<file path="config.mk">
export PLATFORM = sky130hd
export DESIGN_NAME = vga_timing_decoder
export DESIGN_NICKNAME = d
export VERILOG_FILES = /design/src/rtl/vga_pkg.sv /design/src/rtl/vga_sync_edge.sv /design/src/rtl/vga_timing_decoder.sv
export SDC_FILE = /design/constraint.sdc
export NUM_CORES = 1
export LEC_CHECK = 0
export CAP_MARGIN = 15
export CORE_ASPECT_RATIO = 0.75
export CORE_MARGIN = 1.5
export CORE_UTILIZATION = 40
export CTS_CLUSTER_DIAMETER = 120
export CTS_CLUSTER_SIZE = 30
export DETAILED_ROUTE_END_ITERATION = 10
export GPL_ROUTABILITY_DRIVEN = 1
export PLACE_DENSITY = 0.65
export SLEW_MARGIN = 5
export SYNTH_ARGS = -nofsm -noshare
export SYNTH_HDL_FRONTEND = slang
export SYNTH_SLANG_ARGS = --single-unit
</file>
<file path="constraint.sdc">
create_clock -name clk -period 9.5 [get_ports clk]
set_input_delay 1.9 -clock clk [delete_from_list [all_inputs] [get_ports clk]]
set_output_delay 1.9 -clock clk [all_outputs]
set_load 0.01 [all_outputs]
</file>
<file path="src/rtl/vga_pkg.sv">
// vga_pkg: shared 1024x768@60 timing constants
// and lock-state type for the video timing blocks.
package vga_pkg;

    localparam int HOR_PIXELS  = 1024;
    localparam int VER_PIXELS  = 768;
    localparam int HOR_TOTAL   = 1344;
    localparam int VER_TOTAL   = 806;
    localparam int HBLANK_STOP = HOR_TOTAL;
    localparam int VBLANK_STOP = VER_TOTAL;

    typedef enum logic [1:0] {
        SEARCH = 2'd0,
        H_ACQ  = 2'd1,
        V_ACQ  = 2'd2,
        LOCKED = 2'd3
    } vga_lock_state_t;

endpackage

</file>
<file path="src/rtl/vga_sync_edge.sv">
// vga_sync_edge: sync polarity normalise, assertion edge
// and saturating period measurement between edges.
// Ports: clk, rst_n, sync_in (raw), cnt_en (period tick),
//        rise (comb edge pulse), period (last edge-to-edge count).
module vga_sync_edge #(
    parameter logic POL = 1'b1,
    parameter int   W   = 11
) (
    input  logic         clk,
    input  logic         rst_n,
    input  logic         sync_in,
    input  logic         cnt_en,
    output logic         rise,
    output logic [W-1:0] period
);

    logic         act;
    logic         act_d;
    logic [W-1:0] cnt;

    assign act  = sync_in ^ ~POL;
    assign rise = act & ~act_d;

    always_ff @(posedge clk or negedge rst_n) begin
        if (!rst_n) begin
            act_d  <= 1'b0;
            cnt    <= '0;
            period <= '0;
        end else begin
            act_d <= act;
            if (rise) begin
                period <= cnt;
                cnt    <= {{(W-1){1'b0}}, 1'b1};
            end else if (cnt_en && cnt != {W{1'b1}}) begin
                cnt <= cnt + {{(W-1){1'b0}}, 1'b1};
            end
        end
    end

endmodule

</file>
<file path="src/rtl/vga_timing_decoder.sv">
// vga_timing_decoder: rebuilds hcount/vcount/blanking from raw
// hsync/vsync, measures line/frame length and tracks lock.
// Ports: clk, rst_n, hsync_in, vsync_in -> hcount, vcount,
//        hblnk, vblnk, locked, timing_err, meas_htotal, meas_vtotal.
module vga_timing_decoder
    import vga_pkg::*;
#(
    parameter int   HTOTAL      = HOR_TOTAL,
    parameter int   VTOTAL      = VER_TOTAL,
    parameter int   HSYNC_START = 1048,
    parameter int   VSYNC_START = 771,
    parameter int   LOCK_FRAMES = 2,
    parameter logic SYNC_POL    = 1'b1,
    parameter int   HPIXELS     = HOR_PIXELS,
    parameter int   VPIXELS     = VER_PIXELS
) (
    input  logic        clk,
    input  logic        rst_n,
    input  logic        hsync_in,
    input  logic        vsync_in,
    output logic [10:0] hcount,
    output logic [10:0] vcount,
    output logic        hblnk,
    output logic        vblnk,
    output logic        locked,
    output logic        timing_err,
    output logic [10:0] meas_htotal,
    output logic [10:0] meas_vtotal
);

    localparam logic [10:0] HT_M1  = 11'(HTOTAL - 1);
    localparam logic [10:0] VT_M1  = 11'(VTOTAL - 1);
    localparam logic [10:0] HS_ST  = 11'(HSYNC_START);
    localparam logic [10:0] VS_ST  = 11'(VSYNC_START);
    localparam logic [10:0] HPIX   = 11'(HPIXELS);
    localparam logic [10:0] VPIX   = 11'(VPIXELS);
    localparam logic [2:0]  LF     = 3'(LOCK_FRAMES);
    localparam logic [11:0] TMO_M1 = 12'(2 * HTOTAL - 1);

    vga_lock_state_t state, state_nxt;

    logic        hs_e, vs_e;
    logic        h_wrap;
    logic [10:0] h_nxt, v_nxt;
    logic [10:0] h_new, v_new;
    logic        h_exp, v_exp;
    logic        h_mis, v_mis;
    logic        tmo;
    logic        err_nxt;
    logic [2:0]  fcnt, fcnt_nxt;
    logic        bad, bad_nxt;
    logic [11:0] tcnt;

    vga_sync_edge #(
        .POL (SYNC_POL),
        .W   (11)
    ) u_h_edge (
        .clk     (clk),
        .rst_n   (rst_n),
        .sync_in (hsync_in),
        .cnt_en  (1'b1),
        .rise    (hs_e),
        .period  (meas_htotal)
    );

    // Frame length is counted in lines, so tick on hcount wrap.
    vga_sync_edge #(
        .POL (SYNC_POL),
        .W   (11)
    ) u_v_edge (
        .clk     (clk),
        .rst_n   (rst_n),
        .sync_in (vsync_in),
        .cnt_en  (h_wrap),
        .rise    (vs_e),
        .period  (meas_vtotal)
    );

    always_comb begin
        h_wrap = (hcount == HT_M1);
        h_nxt  = h_wrap ? 11'd0 : hcount + 11'd1;
        v_nxt  = vcount;
        if (h_wrap) begin
            v_nxt = (vcount == VT_M1) ? 11'd0 : vcount + 11'd1;
        end
        h_exp = (h_nxt == HS_ST);
        v_exp = (v_nxt == VS_ST) && (h_nxt == 11'd0);
        h_mis = hs_e & ~h_exp;
        v_mis = vs_e & ~v_exp;
        // tcnt saturates, so gate on state to keep SEARCH quiet.
        tmo   = ~hs_e && (tcnt == TMO_M1) && (state != SEARCH);
        h_new = hs_e ? HS_ST : h_nxt;
        v_new = vs_e ? VS_ST : v_nxt;
    end

    always_comb begin
        state_nxt = state;
        fcnt_nxt  = fcnt;
        bad_nxt   = bad;
        err_nxt   = 1'b0;
        unique case (state)
            SEARCH: begin
                if (hs_e) state_nxt = H_ACQ;
            end
            H_ACQ: begin
                if (tmo) state_nxt = SEARCH;
                else if (hs_e && h_exp) state_nxt = V_ACQ;
            end
            V_ACQ: begin
                if (tmo) begin
                    state_nxt = SEARCH;
                end else if (vs_e) begin
                    // A frame only counts if no hs edge slipped in it.
                    bad_nxt = 1'b0;
                    if (v_exp && !bad && !h_mis) begin
                        fcnt_nxt = fcnt + 3'd1;
                        if (fcnt_nxt == LF) state_nxt = LOCKED;
                    end else begin
                        fcnt_nxt = 3'd0;
                    end
                end else if (h_mis) begin
                    fcnt_nxt = 3'd0;
                    bad_nxt  = 1'b1;
                end
            end
            LOCKED: begin
                if (h_mis || v_mis || tmo) begin
                    state_nxt = SEARCH;
                    err_nxt   = 1'b1;
                end
            end
            default: state_nxt = SEARCH;
        endcase
        if (state_nxt != V_ACQ) begin
            fcnt_nxt = 3'd0;
            bad_nxt  = 1'b0;
        end
    end

    always_ff @(posedge clk or negedge rst_n) begin
        if (!rst_n) begin
            state      <= SEARCH;
            hcount     <= 11'd0;
            vcount     <= 11'd0;
            hblnk      <= 1'b1;
            vblnk      <= 1'b1;
            locked     <= 1'b0;
            timing_err <= 1'b0;
            fcnt       <= 3'd0;
            bad        <= 1'b0;
            tcnt       <= 12'd0;
        end else begin
            state      <= state_nxt;
            hcount     <= h_new;
            vcount     <= v_new;
            fcnt       <= fcnt_nxt;
            bad        <= bad_nxt;
            locked     <= (state_nxt == LOCKED);
            hblnk      <= (state_nxt != LOCKED) || (h_new >= HPIX);
            vblnk      <= (state_nxt != LOCKED) || (v_new >= VPIX);
            timing_err <= err_nxt;
            if (hs_e) tcnt <= 12'd0;
            else if (tcnt != TMO_M1) tcnt <= tcnt + 12'd1;
        end
    end

endmodule

</file>
==> impl_metrics.csv <==
group,metric,value,unit
global_routing,antenna_found_initial,0,
worst_setup_path,crit_buf_inv,2,
sta,rsz0062_at_grt,"false",
final_layout,final_net_count,560,
detailed_routing,dr.pass1.iters,4,
clock_network,clockRootBuffer,"clkbuf_16",
sta,fin_skew,0.00651,ns
clock_network,insertion_delay,0.35,ns
final_layout,syn2layout_area_growth,19.8,%
worst_setup_path,slowest_delay,0.62,ns
worst_setup_path,cp_max_fo,23,
final_layout,final_layout_size_suffix_gt1_share,5.80,%
synth,synth_most_common_cell,"nand2_1",
clock_network,numCtsBuffers,9,
worst_setup_path,path_cells,"clkdlybuf4s50_1, nand2b_1, buf_4, nor2_1, a31oi_1, or4b_2, or4_4, a211oi_4, a2111oi_1",
power,p_leak,2.40,nW
synth,ys_warn_count,0,
synth,synth_top_area_cell,"dfrtp_1",
global_routing,overflow,0,
die,die_h,95.7,um
detailed_routing,wl_per_cell,15.0,um
clock_network,cts_setup_buffers,0,
synth,yosys.area.top_type_share,48.0,%
detailed_routing,vias,3780,
sta,hold_ws,0.475,ns
sta,setup_viol,0,
clock_network,hold_buffers,0,
die,row_count,33,
power,peakVddDrop,0.0000989,V
global_routing,grt_max_degree,49,
worst_setup_path,cp_top_family,"simple AND/OR/NAND/NOR gates",
sta,period_needed,4.24,ns
sta,worstMarginPinSlew,1.07,ns
synth,synth_common_cells,"nand2_1, dfrtp_1, nor2_1, nand3_1, nand4_1",
clock_network,htree_levels,3,
synth,ys_top_cells_by_area,"dfrtp_1, nand2_1, nor2_1",
synth,ys_seq_area_share,49.2,%
synth,syn_inst,503,
die,start_util,41.5,%
final_layout,fin_util,49.6,%
synth,synthesis.nets,516,
clock_network,cts_resized,0,
sta,relSlewSlack,28.0,%
clock_network,clk_pin_slew,0.06,ns
detailed_routing,ant_nets,0,
place,routabilityCongestion,0.795,
global_routing,grt.total_usage,18.7,%
detailed_routing,finalWirelength,10400,um
detailed_routing,drcViolationCount,0,
final_layout,n_antenna_cell,0,
die,fp.dieW,127,um
power,power.density,173,nW/um2
sta,hold_viol,0,
synth,synthArstFlopShare,100,%
global_routing,first_global_vias,3719,
die,core_area,11100,um2
job,max_cap_violations,0,
worst_hold_path,hold_path_class,"reg -> reg",
die,ios,52,
synth,synth.distinct_cells,52,
synth,synth_top_flop_cell,"dfrtp_1",
synth,synth-edff-count,0,
place,io_buffers,51,
synth,syn_area_per_cell,9.12,um2
worst_setup_path,arrival,4.45,ns
worst_setup_path,worstSetupPathType,"in -> reg",
global_routing,grt_first_pass_wirelength,17800,um
worst_setup_path,required,9.70,ns
detailed_routing,avgViaCountPerCell,5.46,
status,outcome,"finished clean",
synth,syn-cell-area,4590,um2
sta,fmax,236,MHz
sta,finalCritPeriodShare,44.7,%
die,die-area,12100,um2
synth,synth_seq_cells,90,
clock_network,cts_max_path_buffers,2,
sta,finalSetupTns,0,ns
detailed_routing,drt-initial-drc-count,300,
clock_network,cts_tree,"yes",
worst_setup_path,crit_slowest_cell,"or4b_2",
worst_setup_path,startpoint_type,"primary input",
clock_network,clock_sinks,90,
worst_setup_path,cp-end-kind,"flip-flop",
sta,slew_violations,0,
place,post-dp-hpwl,7000,um
cell families after synthesis:
family,count (synthesis),share of synthesized area (%)
xor+xnor,34,6.49
flops,90,49.2
buf+inv,33,2.97
simple gates,263,28.0
fa+ha+maj,9,2.46
mux,6,1.31
compound gates,68,9.66
flip-flops by register name, summed over array words and instances, names as in the netlist:
register,count
vcount,11
u_h_edge.act_d,1
u_v_edge.period,11
timing_err,1
u_h_edge.period,11
bad,1
state,2
u_h_edge.cnt,11
tcnt,12
hblnk,1
u_v_edge.act_d,1
vblnk,1
locked,1
u_v_edge.cnt,11
hcount,11
fcnt,3
final cells by class:
type	count	area, um2
fillers	1069	5570
flip-flops and latches	90	2250
multi-input cells	380	2200
repair buffers	56	546
clock buffers	11	243
well taps	140	175
clock inverters	5	37.5
inverters	10	37.5
worst register-to-register path, cell delays in order (launching register included):
cell and delay, ns:
dfrtp_1 0.51, or4b_1 0.68, nor3_2 0.91, mux2i_1 0.16, o21ai_0 0.20, nand3_1 0.18
nor4_1 0.71, nand3b_1 0.14, a311oi_1 0.29
final timing paths:
check                                               start                               to  slack, ns  depth (start not counted)
max in group asynchronous                           rst_n              vcount[8]$_DFF_PN0_       6.93                          2
min in group asynchronous                           rst_n  u_h_edge.period[10]$_DFFE_PN0P_       1.53                          1
min reg2reg                u_v_edge.period[7]$_DFFE_PN0P_   u_v_edge.period[7]$_DFFE_PN0P_       0.48                          2
max reg2reg                           hcount[6]$_DFF_PN0_              fcnt[2]$_DFFE_PN0P_       5.62                          8
min                        u_v_edge.period[7]$_DFFE_PN0P_   u_v_edge.period[7]$_DFFE_PN0P_       0.48                          2
max                                              vsync_in                  bad$_DFFE_PN0P_       5.26                          9
placed cells by master, fill, tap and decap left out, drive strengths merged, types with 4 or more instances in the layout:
| master | count |
|---|---|
| a211oi | 4 |
| a21oi | 19 |
| ha | 9 |
| xnor2 | 18 |
| nand3 | 20 |
| xor2 | 16 |
| a31oi | 8 |
| nand2 | 93 |
| buf | 6 |
| and2 | 7 |
| nor3 | 16 |
| inv | 11 |
| dfrtp | 88 |
| o21ai | 18 |
| nand2b | 7 |
| mux2i | 6 |
| and3 | 9 |
| nor2b | 4 |
| clkdlybuf4s50 | 50 |
| nand4 | 20 |
| nand3b | 5 |
| nor4 | 7 |
| nor2 | 57 |
| clkbuf | 11 |
power by group:
group	internal, mW	switching, mW	leakage (nW)
clock network	0.185	0.153	0.132
registers	0.413	0.0431	1.18
logic	0.0725	0.0803	1.09
total	0.671	0.277	2.40
metrics by stage:
stage          total power, mW  setup WS [ns]  cell area [um2]  std cells
3_3_place_gp             0.613           5.00             5210        676
3_5_place_dp             0.616           4.92             5210        676
6_report                 0.948           5.26             5490        692
5_1_grt                   1.00           5.04             5490        692
2_1_floorplan            0.547           5.75             4590        503
4_1_cts                  0.958           5.27             5490        692
metal layers:
metal / vias up / routed length [um] / GRT usage [%]
li1: 1848 / - / -
met1: 1850 / 5030 / 24.5
met2: 69 / 4800 / 30.8
met3: 13 / 397 / 4.22
met4: 0 / 129 / 6.63
met5: - / 0 / 0
Power figures use the tool's default switching activity.
